[config.mk]
export PLATFORM = sky130hd
export DESIGN_NAME = hazard_stall_unit
export DESIGN_NICKNAME = d
export VERILOG_FILES = /design/src/rtl/hazard_stall_unit_pkg.sv /design/src/rtl/hazard_stall_unit_reg_match.sv /design/src/rtl/hazard_stall_unit.sv
export VERILOG_INCLUDE_DIRS = /design/src /design/src/rtl
export SDC_FILE = /design/constraint.sdc
export NUM_CORES = 1
export LEC_CHECK = 0
export BUFFER_PORTS_ARGS = -buffer_cell sky130_fd_sc_hd__clkbuf_2
export CORE_MARGIN = 2
export CORE_UTILIZATION = 25
export CTS_BUF_LIST = sky130_fd_sc_hd__clkbuf_4 sky130_fd_sc_hd__clkbuf_8 sky130_fd_sc_hd__clkbuf_16
export CTS_CLUSTER_DIAMETER = 120
export DETAILED_ROUTE_END_ITERATION = 7
export SLEW_MARGIN = 20
export SYNTH_ARGS = -nofsm -noshare
export SYNTH_HDL_FRONTEND = slang
export SYNTH_SLANG_ARGS = --single-unit
[constraint.sdc]
create_clock -name clk -period 2.79 [get_ports clk]
set_input_delay 0.558 -clock clk [delete_from_list [all_inputs] [get_ports clk]]
set_output_delay 0.558 -clock clk [all_outputs]
set_load 0.01 [all_outputs]
[src/rtl/defs.v]
// Shared width defines for the hazard/stall block.
// Register index width and multiply/divide countdown width.
`ifndef DEFS_V
`define DEFS_V
`define LEN_INST_REG 5
`define LEN_MD_CNT 4
`endif

[src/rtl/hazard_stall_unit_pkg.sv]
// Types and helpers shared by the hazard/stall unit.
// Optional stall counter is enabled with HAZARD_STALL_CNT_EN.
`ifndef DEFS_V
`include "defs.v"
`endif

package hazard_stall_unit_pkg;

  localparam int REG_W = `LEN_INST_REG;
  localparam int CNT_W = `LEN_MD_CNT;

  typedef logic [REG_W-1:0] reg_idx_t;
  typedef logic [CNT_W-1:0] md_cnt_t;

  typedef struct packed {
    logic pc_write;
    logic if_id_write;
    logic bubble;
    logic flush;
  } ctrl_t;

  // A stall freezes IF/ID and swallows any pending branch flush.
  function automatic ctrl_t ctrl_of(
    input logic stall,
    input logic taken
  );
    ctrl_t c;
    c.pc_write    = ~stall;
    c.if_id_write = ~stall;
    c.bubble      = stall;
    c.flush       = ~stall & taken;
    return c;
  endfunction

endpackage

[src/rtl/hazard_stall_unit_reg_match.sv]
// Destination-vs-source register match used by every hazard check.
// r0 never matches since it is never really written.
module reg_match
  import hazard_stall_unit_pkg::*;
(
  input  reg_idx_t dst,
  input  reg_idx_t rs,
  input  reg_idx_t rt,
  input  logic     uses_rt,
  output logic     hit
);

  assign hit = (dst != '0) &&
               ((dst == rs) ||
                (uses_rt && (dst == rt)));

endmodule

[src/rtl/hazard_stall_unit.sv]
// Load-use, branch and mul/div hazard detection with pipeline stall control.
// Define HAZARD_STALL_CNT_EN to add the 32-bit StallCount output.
`ifndef DEFS_V
`include "defs.v"
`endif

module hazard_stall_unit
  import hazard_stall_unit_pkg::*;
#(
  parameter int MD_LATENCY = 4
) (
  input  logic                     clk,
  input  logic                     rst_n,
  input  logic [`LEN_INST_REG-1:0] ID_Rs,
  input  logic [`LEN_INST_REG-1:0] ID_Rt,
  input  logic                     ID_UsesRt,
  input  logic                     ID_Branch,
  input  logic                     ID_ReadsHiLo,
  input  logic                     ID_MdStart,
  input  logic                     ID_EX_MemRead,
  input  logic                     ID_EX_RegWrite,
  input  logic [`LEN_INST_REG-1:0] ID_EX_Rd,
  input  logic                     EX_MEM_MemRead,
  input  logic [`LEN_INST_REG-1:0] EX_MEM_Rd,
  input  logic                     ID_BranchTaken,
  output logic                     PCWrite,
  output logic                     IF_ID_Write,
  output logic                     ID_EX_Bubble,
  output logic                     IF_ID_Flush,
  output logic                     MdBusy
`ifdef HAZARD_STALL_CNT_EN
  ,
  output logic [31:0]              StallCount
`endif
);

  localparam md_cnt_t MD_LOAD = md_cnt_t'(MD_LATENCY);

  logic    ex_hit;
  logic    mem_hit;
  logic    load_use;
  logic    br_hazard;
  logic    md_hazard;
  logic    stall;
  ctrl_t   ctrl;
  md_cnt_t md_cnt;

  reg_match u_ex_match (
    .dst     (ID_EX_Rd),
    .rs      (ID_Rs),
    .rt      (ID_Rt),
    .uses_rt (ID_UsesRt),
    .hit     (ex_hit)
  );

  reg_match u_mem_match (
    .dst     (EX_MEM_Rd),
    .rs      (ID_Rs),
    .rt      (ID_Rt),
    .uses_rt (ID_UsesRt),
    .hit     (mem_hit)
  );

  assign load_use  = ID_EX_MemRead & ex_hit;
  assign br_hazard = ID_Branch &
                     ((ID_EX_RegWrite & ex_hit) |
                      (EX_MEM_MemRead & mem_hit));
  assign md_hazard = MdBusy &
                     (ID_ReadsHiLo | ID_MdStart);
  assign stall     = load_use | br_hazard | md_hazard;

  assign ctrl         = ctrl_of(stall, ID_BranchTaken);
  assign PCWrite      = ctrl.pc_write;
  assign IF_ID_Write  = ctrl.if_id_write;
  assign ID_EX_Bubble = ctrl.bubble;
  assign IF_ID_Flush  = ctrl.flush;
  assign MdBusy       = (md_cnt != '0);

  // A start seen while busy is stalled, so it never reloads.
  always_ff @(posedge clk or negedge rst_n) begin
    if (!rst_n) begin
      md_cnt <= '0;
    end else if (ID_MdStart && !stall) begin
      md_cnt <= MD_LOAD;
    end else if (md_cnt != '0) begin
      md_cnt <= md_cnt - md_cnt_t'(1);
    end
  end

`ifdef HAZARD_STALL_CNT_EN
  always_ff @(posedge clk or negedge rst_n) begin
    if (!rst_n) begin
      StallCount <= '0;
    end else if (stall) begin
      StallCount <= StallCount + 32'd1;
    end
  end
`endif

endmodule

[Yosys cells after proc, flatten, opt, wreduce, memory -nomap -nowiden]
Index checks and enable logic that the tools add are counted.
Storage, ports and cells
  register bits: 4
  input bits: 30
  output and inout bits: 5
  word-level logic and storage cells: 31
Cells by class
  add/sub/neg operators: 1
  eq/ne operators: 4
  mux-type cells: 2
  bitwise gates (word level): 11
  reduce and logical (&&, ||, !) cells: 12
Operators by type and width (number)
  $eq A5 B5 Y1: 4
  $reduce_bool A5 Y1: 2
  $mux W4: 2
  $and A1 B1 Y1: 6
  $logic_and A1 B1 Y1: 5
  $or A1 B1 Y1: 4
  $reduce_bool A4 Y1: 1
  $sub A4 B1 Y4 const B: 1
  $logic_or A1 B1 Y1: 2
  $reduce_bool A2 Y1: 1
  $logic_not A1 Y1: 1
  $not A1 Y1: 1

[Logic depth before layout (Yosys ltp)]
  depth after elaboration: 12
  mapped depth: 8

[By module]
Synthesis repeated with hierarchy kept, for this count alone.
Second synthesis, totals
  cells, all modules: 63
  area total of the unflattened synthesis: 555.5 um^2
Modules (own cells, without submodules)
  hazard_stall_unit: instances 1, cells each 29, area each 292.8 um^2, seq. area each 100.1 um^2
  reg_match: instances 2, cells each 17, area each 131.4 um^2, seq. area each 0.0 um^2

[Worst setup path before layout]
No wires, ideal clock.
  kind: input to output
  start: input EX_MEM_Rd[0]
  end: output PCWrite
  data arrival time: 1.787 ns
  slack: 0.445 ns
  stages: 5
  buffers on the path: 1
  cells stage by stage: or4_1 > o211ai_1 > o32a_1 > o21a_1 > buf_4
Between the ends
  cells in the longest elaborated chain, start to end: 10
  elaborated cells between the ends (all ways): 12
  classes of those cells: eq/ne: 2; bitwise: 6; reduce/logical: 4
RTL lines
  start: declaration: line hazard_stall_unit.sv:24  | input logic [`LEN_INST_REG-1:0] EX_MEM_Rd,
  $eq A5 B5 Y1: line hazard_stall_unit_reg_match.sv:15  | (uses_rt && (dst == rt)));
  $logic_and A1 B1 Y1: line hazard_stall_unit_reg_match.sv:15
  $logic_or A1 B1 Y1: line hazard_stall_unit_reg_match.sv:14  | ((dst == rs) ||
  $logic_and A1 B1 Y1 *: line hazard_stall_unit_reg_match.sv:13  | assign hit = (dst != '0) &&
  $and A1 B1 Y1 *: line hazard_stall_unit.sv:67  | (EX_MEM_MemRead & mem_hit));
  $or A1 B1 Y1 *: line hazard_stall_unit.sv:66  | ((ID_EX_RegWrite & ex_hit) |
  $and A1 B1 Y1 *: line hazard_stall_unit.sv:65  | assign br_hazard = ID_Branch &
  $or A1 B1 Y1 * (2 in series): line hazard_stall_unit.sv:70  | assign stall = load_use | br_hazard | md_hazard;
  $not A1 Y1 *
  end: declaration: line hazard_stall_unit.sv:26  | output logic PCWrite,
Every way passes the cells marked *; elsewhere a longest branch is shown, timed or not.

[Final worst setup path]
  start: input ID_EX_Rd[4]
  end: output IF_ID_Flush
Between the ends
  cells in the longest elaborated chain, start to end: 11
  elaborated cells between the ends (all ways): 14
  classes of those cells: eq/ne: 2; bitwise: 8; reduce/logical: 4
RTL lines
  start: declaration: line hazard_stall_unit.sv:22  | input logic [`LEN_INST_REG-1:0] ID_EX_Rd,
  $eq A5 B5 Y1: line hazard_stall_unit_reg_match.sv:15
  $logic_and A1 B1 Y1: line hazard_stall_unit_reg_match.sv:15
  $logic_or A1 B1 Y1: line hazard_stall_unit_reg_match.sv:14
  $logic_and A1 B1 Y1 *: line hazard_stall_unit_reg_match.sv:13
  $and A1 B1 Y1: line hazard_stall_unit.sv:66
  $or A1 B1 Y1: line hazard_stall_unit.sv:66
  $and A1 B1 Y1: line hazard_stall_unit.sv:65
  $or A1 B1 Y1 * (2 in series): line hazard_stall_unit.sv:70
  $not A1 Y1 *: line hazard_stall_unit_pkg.sv:31  | c.flush = ~stall & taken;
  $and A1 B1 Y1 *: line hazard_stall_unit_pkg.sv:31
  end: declaration: line hazard_stall_unit.sv:29  | output logic IF_ID_Flush,
Marks and branches as above.

==> flow_metrics.tcl <==
set metrics [dict create \
    status "completed" \
    cts_resized 0 \
    synth_cell_types 23 \
    wirelength_met1_microns 611 \
    yosysMostFrequentCell "xor2_1" \
    power_switching_uw 175 \
    power.leakage_nw 0.377 \
    cp_max_fo 6 \
    final_cells 125 \
    drv_slew 0 \
    critical_path_depth 7 \
    area_growth_pct 41.2 \
    fin_ws_ns 0.247 \
    dp_cells 122 \
    grt-ovfl-total 0 \
    finalNetCount 132 \
    setup_violations 0 \
    slowest_stage "o32a_1" \
    clock-root-buffer "clkbuf_4" \
    drt_iter0_markers 11 \
    clock_latency_ns 0.23 \
    grt_first_pass_wirelength_microns 2440 \
    avgSynthCellArea_sq_um 8.28 \
    syn-instance-count 63 \
    vias 586 \
    die_x_microns 49.7 \
    maxSlewHeadroom_pct 79.5 \
    ys_ff_latch 4 \
    setup_tns_ns 0 \
    synth.top_cells.by_area "xor2_1, dfrtp_1, xnor2_1" \
    synthSimpleGateAreaFrac_pct 15.6 \
    antenna_found_initial 0 \
    grt_pass1_vias 614 \
    wl_met2_microns 698 \
    antenna_cells 0 \
    power_frac_comb_pct 58.8 \
    clockPowerShare_pct 15.6 \
    synth-adder-area-share_pct 4.80 \
    ant_nets 0 \
    io_pins 35 \
    async_reset_ff_share_pct 100 \
    drt-pass1-iter-count 4 \
    yosys.area_share.xor_xnor_pct 36.9 \
    power.internal_uw 263 \
    drt-total-wl_microns 1440 \
    synth_edf_count 0 \
    start_kind "input pin" \
    post-route-min-period_ns 2.54 \
    post-route-period-util_pct 91.2 \
    hold_ws_ns 0.127 \
    grt.total_usage_pct 13.2 \
    worstPathRequired_ns 2.23 \
    route.met3.wl_microns 128 \
    drive_above_1_share_pct 37.8 \
    reg_top3 "md_cnt: 4 flops" \
    fmax_ghz 0.393 \
    highest_layer "met3" \
    hold_viol_final 0 \
    io_buffers 34 \
    placement_rows 16 \
    ff2ff_path_depth 7 \
    htreeDepth 1 \
    peakVddDrop_mv 0.316 \
    swShare_pct 40.0 \
    die-area_sq_um 2470 \
    worstSetupEndpointType "output pin" \
    hpwl_microns 1280 \
    synth-seq-area-share_pct 19.2 \
    postSynthNetCount 95 \
    cts_hold_buf 0 \
    cts_setup_buffers 0 \
    path_cells "clkbuf_2 > xor2_1 > nor4_1 > a32oi_1 > o32a_1 > o211a_1 > clkbuf_2" \
    cap_violations 0 \
    drc 0 \
    die_h_microns 49.7 \
    pre_cts_ws_ns 0.255 \
    synthTopCellsByCount "xor2_1, nor2_1, dfrtp_1, xnor2_1" \
    cp.arrival_ns 1.99 \
    synth_compound_area_share_pct 19.2 \
    synth_top_family_by_area "XOR/XNOR gates" \
    cts_buffer_depth 2 \
    yosys_warnings 0 \
    rsz0062_at_grt "false" \
    wl_per_cell_microns 11.5 \
    synth.top_cell.area_share_pct 30.2 \
    crit_top_cell "clkbuf_2" \
    skew_ns 0.00147 \
    clkTransAtPathRegs_ns 0.03 \
    max_stage_delay_ns 0.43 \
    powerDensity_nw_per_um2 595 \
    start_util_pct 26.6 \
    min_path_type "in2async" \
    regMostFlops "md_cnt" \
    numCtsBuffers 3 \
    largest_register_ff_count 4 \
    synth_ff_type "dfrtp_1" \
    yosys.area.top_type "xor2_1" \
    place_congestion 0.857 \
    viasPerCell 4.69 \
    p_seq_share_pct 25.6 \
    synth_mux_area_share_pct 0 \
    tightest_slew_ns 0.304 \
    cts_tree "built" \
    crit_type "in2out" \
    grt_max_degree 7 \
    core_area_sq_um 1960 \
    netlist_area_sq_um 522 \
    crit_buf_inv 2 \
    crit_family "compound AO/OA/AOI/OAI gates" \
    cts_sinks 4 \
]
-- logic make-up after synthesis --
| logic type | Yosys count |
|---|---|
| compound gates | 14 |
| xor+xnor | 22 |
| fa+ha+maj | 2 |
| buf+inv | 5 |
| flops | 4 |
| simple gates | 16 |
-- worst reg2reg max path, cell delays in order, from the launching register on --
cell,delay (ns)
dfrtp_1,0.38
inv_1,0.12
ha_1,0.17
and2_1,0.25
inv_1,0.14
nand2_1,0.08
o21ai_0,0.07
a31oi_1,0.16
-- through the flow --
stage,total power [mW],utilization [%],cell area [sq um]
6_report,0.439,37.6,737
2_1_floorplan,0.290,-,522
5_1_grt,0.493,37.6,737
3_3_place_gp,0.366,36.4,714
4_1_cts,0.449,37.6,737
3_5_place_dp,0.374,36.4,714
-- power groups by stage --
stage          registers (mW)  clock network, mW  logic [mW]
6_report                0.112             0.0683       0.258
5_1_grt                 0.118             0.0747       0.300
4_1_cts                 0.113             0.0738       0.262
3_5_place_dp            0.113                  0       0.260
3_3_place_gp            0.113                  0       0.253
2_1_floorplan           0.107                  0       0.183
-- metal layers --
metal,GRT usage [%],up-vias
met5,0,-
met4,10.6,0
met3,3.64,0
met2,20.7,34
met1,14.9,258
li1,-,294
-- cell usage in the layout (no fill, tap or decap) --
cell / count
o21ai_0: 2
o21a_1: 2
a32oi_1: 2
dfrtp_1: 4
or4_1: 2
o211a_1: 1
o32a_1: 1
nor2_1: 6
nor3_1: 3
a21oi_1: 2
clkbuf_2: 34
ha_1: 2
xnor2_1: 4
nand2_1: 1
a31oi_1: 2
and2_1: 1
or3_1: 1
nor4_1: 2
inv_1: 3
o211ai_1: 1
a21o_1: 1
xor2_1: 18
clkbuf_4: 3
-- path summary, 6_finish.rpt --
path	from	endpoint	slack (ns)
setup / recovery	ID_EX_Rd[4]	IF_ID_Flush	0.25
min in group clk	md_cnt[0]	md_cnt[0]	0.49
setup reg to reg	md_cnt[0]	md_cnt[1]	1.32
hold / removal	rst_n	md_cnt[3]	0.13
hold reg to reg	md_cnt[0]	md_cnt[0]	0.49
max in group asynchronous	rst_n	md_cnt[1]	2.54
-- cell type report --
class | count | area (sq um)
fillers | 234 | 1220
inverters | 3 | 11.3
flip-flops and latches | 4 | 100
repair buffers | 34 | 170
clock buffers | 3 | 22.5
multi-input cells | 54 | 399
well taps | 27 | 33.8
Power figures use the tool's default switching activity.
